--- src/rtl/rst_seq_pkg.sv ---
// ============================================================================
// rst_seq_pkg: shared types and constants for the reset sequencer  (rev 1.0)
// ============================================================================
`default_nettype none

package rst_seq_pkg;

  localparam int CAUSE_W    = 4;
  localparam int CAUSE_POR  = 0;
  localparam int CAUSE_PLL  = 1;
  localparam int CAUSE_BTN  = 2;
  localparam int CAUSE_SOFT = 3;

  // Upper bound on domain count; mask arithmetic is done on this width.
  localparam int MAX_RST = 32;

  typedef enum logic [2:0] {
    ST_ASSERT    = 3'd0,
    ST_WAIT_LOCK = 3'd1,
    ST_RELEASE   = 3'd2,
    ST_RUN       = 3'd3,
    ST_SOFT      = 3'd4
  } rst_state_e;

  // Number of set mask bits strictly below position idx.
  function automatic int mask_rank(input logic [MAX_RST-1:0] mask, input int idx);
    int n;
    n = 0;
    for (int j = 0; j < MAX_RST; j++) begin
      if ((j < idx) && mask[j]) n++;
    end
    return n;
  endfunction

endpackage

`default_nettype wire

--- src/rtl/rst_seq_debounce.sv ---
// ============================================================================
// rst_debounce: 2-flop synchroniser plus stability-count debouncer  (rev 1.0)
// ============================================================================
`default_nettype none

module rst_debounce #(
  parameter int DEBOUNCE = 1024
) (
  input  logic clk,
  input  logic rst,
  input  logic din,
  output logic level,
  output logic rise
);

  localparam int CNT_W = (DEBOUNCE > 1) ? $clog2(DEBOUNCE) : 1;
  localparam logic [CNT_W-1:0] CNT_LAST = CNT_W'(DEBOUNCE - 1);

  generate
    if (DEBOUNCE < 1) begin : g_chk_debounce
      $error("rst_debounce: DEBOUNCE must be at least 1");
    end
  endgenerate

  logic             sync1;
  logic             sync2;
  logic [CNT_W-1:0] cnt;

  // A sample equal to the current level restarts the count; DEBOUNCE
  // consecutive differing samples flip the level.
  always_ff @(posedge clk) begin
    if (rst) begin
      sync1 <= 1'b0;
      sync2 <= 1'b0;
      cnt   <= '0;
      level <= 1'b0;
      rise  <= 1'b0;
    end else begin
      sync1 <= din;
      sync2 <= sync1;
      rise  <= 1'b0;
      if (sync2 == level) begin
        cnt <= '0;
      end else if (cnt == CNT_LAST) begin
        cnt   <= '0;
        level <= sync2;
        rise  <= sync2;
      end else begin
        cnt <= cnt + 1'b1;
      end
    end
  end

endmodule

`default_nettype wire

--- src/rtl/rst_seq.sv ---
// ============================================================================
// rst_seq: staggered multi-domain reset sequencer with reset cause  (rev 1.0)
// ============================================================================
`default_nettype none

module rst_seq
  import rst_seq_pkg::*;
#(
  parameter int                 NUM_RST    = 2,
  parameter int                 CTR_W      = 8,
  parameter int                 MIN_ASSERT = 16,
  parameter int                 STEP       = 10,
  parameter int                 DEBOUNCE   = 1024,
  parameter logic [NUM_RST-1:0] SOFT_MASK  = 'b10
) (
  input  logic               CLK,
  input  logic               RESET,
  input  logic               PLL_LOCKED,
  input  logic               BTN,
  input  logic               SYSRESETREQ,
  input  logic               CAUSE_CLR,
  output logic [NUM_RST-1:0] RSTn,
  output logic               READY,
  output logic [CAUSE_W-1:0] RST_CAUSE
);

  localparam int HARD_SPAN = (NUM_RST - 1) * STEP;
  localparam int CTR_NEED  = (MIN_ASSERT > HARD_SPAN) ? MIN_ASSERT : HARD_SPAN;
  localparam int SOFT_CNT  = mask_rank(MAX_RST'(SOFT_MASK), NUM_RST);
  localparam int SOFT_SPAN = ((SOFT_CNT > 0) ? (SOFT_CNT - 1) : 0) * STEP;

  localparam logic [CTR_W-1:0]   ASSERT_LAST = CTR_W'(MIN_ASSERT - 1);
  localparam logic [CTR_W-1:0]   HARD_LAST   = CTR_W'(HARD_SPAN);
  localparam logic [CTR_W-1:0]   SOFT_LAST   = CTR_W'(SOFT_SPAN);
  localparam logic [CAUSE_W-1:0] CAUSE_RESET = CAUSE_W'(1 << CAUSE_POR);

  generate
    if (MIN_ASSERT < 2) begin : g_chk_min_assert
      $error("rst_seq: MIN_ASSERT must be at least 2");
    end
    if ((CTR_NEED >> CTR_W) != 0) begin : g_chk_ctr_w
      $error("rst_seq: CTR_W too narrow for MIN_ASSERT / STEP span");
    end
    if ((NUM_RST < 1) || (NUM_RST > MAX_RST)) begin : g_chk_num_rst
      $error("rst_seq: NUM_RST out of range");
    end
  endgenerate

  // Release thresholds: a hard sequence staggers every domain by index, a
  // soft one staggers only the masked domains by their rank in the mask.
  logic [CTR_W-1:0] hard_thr [NUM_RST];
  logic [CTR_W-1:0] soft_thr [NUM_RST];

  generate
    for (genvar gi = 0; gi < NUM_RST; gi++) begin : g_thr
      assign hard_thr[gi] = CTR_W'(gi * STEP);
      assign soft_thr[gi] = CTR_W'(mask_rank(MAX_RST'(SOFT_MASK), gi) * STEP);
    end
  endgenerate

  rst_state_e         state_q;
  rst_state_e         state_d;
  logic [CTR_W-1:0]   ctr_q;
  logic [CTR_W-1:0]   ctr_d;
  logic               soft_seq_q;
  logic               soft_seq_d;
  logic [NUM_RST-1:0] rstn_d;
  logic [CAUSE_W-1:0] cause_d;
  logic               lock_s1;
  logic               lock_s2;
  logic               lock_prev;
  logic               pll_loss;
  logic               btn_level;
  logic               btn_rise;

  rst_debounce #(
    .DEBOUNCE (DEBOUNCE)
  ) u_btn_debounce (
    .clk   (CLK),
    .rst   (RESET),
    .din   (BTN),
    .level (btn_level),
    .rise  (btn_rise)
  );

  assign pll_loss = lock_prev & ~lock_s2;

  always_ff @(posedge CLK) begin
    if (RESET) begin
      state_q    <= ST_ASSERT;
      ctr_q      <= '0;
      soft_seq_q <= 1'b0;
      RSTn       <= '0;
      RST_CAUSE  <= CAUSE_RESET;
      lock_s1    <= 1'b0;
      lock_s2    <= 1'b0;
      lock_prev  <= 1'b0;
    end else begin
      state_q    <= state_d;
      ctr_q      <= ctr_d;
      soft_seq_q <= soft_seq_d;
      RSTn       <= rstn_d;
      RST_CAUSE  <= cause_d;
      lock_s1    <= PLL_LOCKED;
      lock_s2    <= lock_s1;
      lock_prev  <= lock_s2;
    end
  end

  // Next state, counter and cause; PLL loss outranks the button, and both
  // outrank the soft request. A same-cycle event survives CAUSE_CLR.
  always_comb begin
    state_d    = state_q;
    ctr_d      = ctr_q;
    soft_seq_d = soft_seq_q;
    cause_d    = CAUSE_CLR ? '0 : RST_CAUSE;
    if (pll_loss) begin
      state_d            = ST_ASSERT;
      ctr_d              = '0;
      cause_d[CAUSE_PLL] = 1'b1;
    end else if (btn_rise) begin
      state_d            = ST_ASSERT;
      ctr_d              = '0;
      cause_d[CAUSE_BTN] = 1'b1;
    end else begin
      case (state_q)
        ST_ASSERT: begin
          if (btn_level) begin
            ctr_d = '0;
          end else if (ctr_q == ASSERT_LAST) begin
            state_d = ST_WAIT_LOCK;
            ctr_d   = '0;
          end else begin
            ctr_d = ctr_q + 1'b1;
          end
        end
        ST_WAIT_LOCK: begin
          if (lock_s2) begin
            state_d    = ST_RELEASE;
            ctr_d      = '0;
            soft_seq_d = 1'b0;
          end
        end
        ST_RELEASE: begin
          if (ctr_q == (soft_seq_q ? SOFT_LAST : HARD_LAST)) begin
            state_d = ST_RUN;
            ctr_d   = '0;
          end else begin
            ctr_d = ctr_q + 1'b1;
          end
        end
        ST_RUN: begin
          if (SYSRESETREQ) begin
            state_d             = ST_SOFT;
            ctr_d               = '0;
            cause_d[CAUSE_SOFT] = 1'b1;
          end
        end
        ST_SOFT: begin
          if (ctr_q == ASSERT_LAST) begin
            state_d    = ST_RELEASE;
            ctr_d      = '0;
            soft_seq_d = 1'b1;
          end else begin
            ctr_d = ctr_q + 1'b1;
          end
        end
        default: begin
          state_d = ST_ASSERT;
          ctr_d   = '0;
        end
      endcase
    end
  end

  always_comb begin
    READY  = (state_q == ST_RUN);
    rstn_d = RSTn;
    if (pll_loss || btn_rise) begin
      rstn_d = '0;
    end else begin
      case (state_q)
        ST_RELEASE: begin
          for (int i = 0; i < NUM_RST; i++) begin
            if (ctr_q >= (soft_seq_q ? soft_thr[i] : hard_thr[i])) rstn_d[i] = 1'b1;
          end
        end
        ST_RUN: begin
          if (SYSRESETREQ) rstn_d = RSTn & ~SOFT_MASK;
        end
        ST_SOFT: rstn_d = RSTn;
        default: rstn_d = '0;
      endcase
    end
  end

endmodule

`default_nettype wire

--- config.mk ---
export PLATFORM = sky130hd
export DESIGN_NAME = rst_seq
export DESIGN_NICKNAME = d
export VERILOG_FILES = /design/src/rtl/rst_seq_pkg.sv /design/src/rtl/rst_seq_debounce.sv /design/src/rtl/rst_seq.sv
export SDC_FILE = /design/constraint.sdc
export NUM_CORES = 1
export LEC_CHECK = 0
export BUFFER_PORTS_ARGS = -buffer_cell sky130_fd_sc_hd__buf_2
export CORE_UTILIZATION = 30
export CTS_BUF_LIST = sky130_fd_sc_hd__clkbuf_8
export DETAILED_ROUTE_END_ITERATION = 10
export HOLD_SLACK_MARGIN = 0.03
export PLACE_DENSITY_LB_ADDON = 0.05
export SLEW_MARGIN = 20
export SYNTH_ARGS = -nofsm -noshare
export SYNTH_HDL_FRONTEND = slang
export SYNTH_HIERARCHICAL = 1
export SYNTH_SLANG_ARGS = --single-unit
--- constraint.sdc ---
create_clock -name CLK -period 4.05 [get_ports CLK]
set_clock_uncertainty 0.05 [all_clocks]
set_input_delay 0.2025 -clock CLK [delete_from_list [all_inputs] [get_ports CLK]]
set_output_delay 0.2025 -clock CLK [all_outputs]
set_load 0.01 [all_outputs]
==> summary by stage <==
Logic synthesis
After synthesis, the mean cell area works out to 8.63 sq um. After synthesis the cells add up to 1670 sq um. The most used flip-flop cell after synthesis is sky130_fd_sc_hd__dfxtp_1. The synthesized-area fraction occupied by adder cells is 0.0301. In the post-synthesis netlist, the biggest area contributors are sky130_fd_sc_hd__dfxtp_1, sky130_fd_sc_hd__a21oi_1, sky130_fd_sc_hd__nor2b_1. The number of enable-type register cells in the synthesized netlist is 0. Of all flip-flops after synthesis, the portion carrying an async set or reset was 0. The dominant combinational cell family by area after synthesis is simple AND/OR/NAND/NOR gates. Of the total synthesized cell area, the portion taken by XOR and XNOR cells is 0.0263.

The total nets after synthesis is 203. For this run, the register share of the synthesized area comes to 0.421. In this run, synthesis produced a sequential element count of 35. Of the post-synthesis cell area, the dominant cell type holds 0.421.

The Yosys step of the flow raised 6 warnings. Measured against the total synthesized area, the mux share comes to 0.00601. The count of unique library cells instantiated by Yosys is 48. The share of synthesized cell area in and, or, nand and nor gates is 0.290. The area fraction in compound gates after synthesis is 0.195. Counting every instance in the synthesized netlist gives 193. The most area-hungry cell type in the Yosys netlist is sky130_fd_sc_hd__dfxtp_1.

STA
The number of pins with negative max-slew slack in the final report is 0. Setup repair after global routing left no endpoint under its margin. At the pin with the least slew margin, the transition time is 0.721 ns. The worst path needs 2.04 ns of the cycle, external delays included. The post-route fraction of the period consumed by the critical path is 0.505.

The slack of the critical path is 2.01 ns. The achievable clock frequency is 0.489 GHz. Setup violations remaining at the end of the flow were counted as 0. Across all hold checks on the routed design, the worst slack comes to 0.0697 ns. The final hold violation count is 0. The setup TNS is 0 ns.

In this run the tightest slew margin relative to its limit is 0.515.

Placed design
The number of input and output port buffers inserted is 12. OpenSTA, run right after detailed placement, puts the worst setup slack at 2.06 ns. The HPWL reported at the end of detailed placement is 2540 um. The congestion estimate from routability-driven global placement came to 0.786.

Finish
The antenna diode instance count is 0. The fraction of final layout cells sized beyond drive strength 1 is 0.136. The relative area change from synthesis to final layout is 15.4%. The final-stage net count is 215. The count of filler cells inserted in the layout is 553.

Global routing
The via count of the first global-routing pass is 1313. The initial antenna violation count is 0. The overflow left after global routing is 0. The global-route wire length before repair is 6270 um. Entering global routing, the biggest net connects 15 pins. For this run, the total global-route usage over all layers was measured as 0.135.

Clock tree
The latest clock arrival within the worst-skew pair is 0.29 ns. Buffers added to address setup during post-CTS repair amount to 0. The clock-pin slew on the worst setup and hold paths is 0.08 ns. The number of cells upsized or downsized after cts is 0. The number of CTS-inserted buffers is 5. The H-tree generated during clock tree synthesis spans 2 levels. The number of sinks handled by clock tree synthesis is 35. Clock tree synthesis selected as its root buffer the cell sky130_fd_sc_hd__clkbuf_8. The clock tree buffer depth is 2. The number of buffers inserted by hold repair at cts is 0.

The clock tree from TritonCTS is done.

Setup path
Along the worst path, the maximum fanout reaches 7. The worst setup path is captured at a register. The setup path with the least slack is of type register to register.

The count of cells along the worst register-to-register path is 5. The data arrival at the endpoint of the critical path is 2.21 ns. At the worst endpoint, the required time is 4.22 ns. The critical path startpoint category is a register.

Route
Dividing the detail-routed wire length by the instance count gives 13.2 um. The via count normalized by instance count is 5.18. The post-detailed-routing wire length is 3630 um. Before antenna repair, the detailed router went through 4 iterations. Summing over every cut layer, the via total after detailed routing is 1430. The detail route stage leaves a number of antenna-violating nets equal to 0.

For this block, the initial DRC count from the detailed router was 71. The DRC violations left is 0.

Floorplan
The effective utilization at floorplan is 0.318. The die outline height is 76.5 um. The die is 76.5 um wide. The die covers 5850 sq um.

In this run the core area contains 26 standard-cell rows. The number of placed I/O pins is 13. The core footprint is 5240 sq um.

Run
Max-cap violations in this run came to 0.

Worst hold path
The class of the most critical hold timing path is input port to register. The hold path depth is 2.

Power
The ratio of total power to cell area is 395 nW/um^2. The worst IR drop on VDD is 196 uV. The leakage power summed over all cells is 0.000673 uW.

Outcome
The flow ran to the end, and the final reports show no timing, DRC or antenna violations.
-- stage by stage --
stage	cells	utilization	power, uW	area (sq um)
finish	276	0.367	760	1920
floorplan	193	-	379	1670
detailed placement	268	0.341	388	1790
CTS	276	0.367	771	1920
global placement	268	0.341	387	1790
global route	276	0.367	794	1920
-- layout by cell type, fill, tap and decap left out, types with 5 or more instances in the layout --
master / netlist / final
sky130_fd_sc_hd__dfxtp_1: 35 / 35
sky130_fd_sc_hd__or3_1: 6 / 6
sky130_fd_sc_hd__buf_2: 1 / 12
sky130_fd_sc_hd__clkbuf_8: 0 / 5
sky130_fd_sc_hd__nand2_1: 12 / 12
sky130_fd_sc_hd__nor2_1: 15 / 15
sky130_fd_sc_hd__nand3_1: 7 / 7
sky130_fd_sc_hd__a21oi_1: 15 / 15
sky130_fd_sc_hd__o21ai_0: 6 / 6
sky130_fd_sc_hd__nor2b_1: 10 / 10
sky130_fd_sc_hd__nor3_1: 9 / 9
sky130_fd_sc_hd__inv_1: 7 / 7
-- worst paths after layout --
check             slack (ns)                    to                 start
setup reg to reg        2.01            state_q[0]              ctr_q[3]
hold reg to reg         0.40  u_btn_debounce/sync2  u_btn_debounce/sync1
hold / removal          0.07  u_btn_debounce/sync1                   BTN
setup / recovery        2.01            state_q[0]              ctr_q[3]
-- cell type report --
type,instances,area [sq um],area share
inverters,7,26.3,0.0137
multi-input cells,144,911,0.474
repair buffers,12,60.1,0.0313
clock inverters,3,67.6,0.0352
well taps,70,87.6,0.0456
flip-flops and latches,35,701,0.365
clock buffers,5,68.8,0.0358
-- synth_stat cells, types with 4 or more instances --
cell / number
sky130_fd_sc_hd__dfxtp_1: 35
sky130_fd_sc_hd__nor3_1: 9
sky130_fd_sc_hd__nand2b_1: 4
sky130_fd_sc_hd__nand2_1: 12
sky130_fd_sc_hd__nor2_1: 15
sky130_fd_sc_hd__nor2b_1: 10
sky130_fd_sc_hd__o22ai_1: 4
sky130_fd_sc_hd__clkbuf_1: 5
sky130_fd_sc_hd__and2_1: 4
sky130_fd_sc_hd__or3_1: 6
sky130_fd_sc_hd__ha_1: 4
sky130_fd_sc_hd__a21oi_1: 15
sky130_fd_sc_hd__nand3_1: 7
sky130_fd_sc_hd__inv_1: 7
sky130_fd_sc_hd__o21ai_0: 6
-- critical path, cell delays in order (launching register included) --
cell	delay [ns]
sky130_fd_sc_hd__dfxtp_1	0.37
sky130_fd_sc_hd__ha_1	0.32
sky130_fd_sc_hd__nor4bb_1	0.50
sky130_fd_sc_hd__a22oi_1	0.16
sky130_fd_sc_hd__or4_1	0.42
sky130_fd_sc_hd__a21oi_1	0.15
-- power by group --
group | switching, uW | internal, uW | total [uW] | leakage, uW
clock | 135 | 246 | 380 | 0.0000644
sequential | 5.21 | 350 | 355 | 0.000284
combinational | 13.7 | 10.7 | 24.4 | 0.000325
-- state kept, by name, indices dropped and copies added (netlist names) --
signal / cells
ctr_q: 8
u_btn_debounce/sync2: 1
RST_CAUSE: 4
lock_s1: 1
lock_s2: 1
soft_seq_q: 1
u_btn_debounce/cnt: 10
lock_prev: 1
u_btn_debounce/sync1: 1
u_btn_debounce/level: 1
u_btn_debounce/rise: 1
RSTn: 2
state_q: 3
-- per-layer routing --
metal  global-route usage  part of all wire  up-vias
met3               0.0407             0.026        6
met4               0.0731             0.016        0
met2                0.202              0.46       14
met1                0.174              0.50      678
li1                     -                 -      732
met5                    0                 0        -
-- cells by family after synthesis --
family | Yosys count
mux | 1
buf+inv | 14
flops | 35
simple gates | 86
fa+ha+maj | 4
compound gates | 48
xor+xnor | 5
Power figures use the tool's default switching activity.
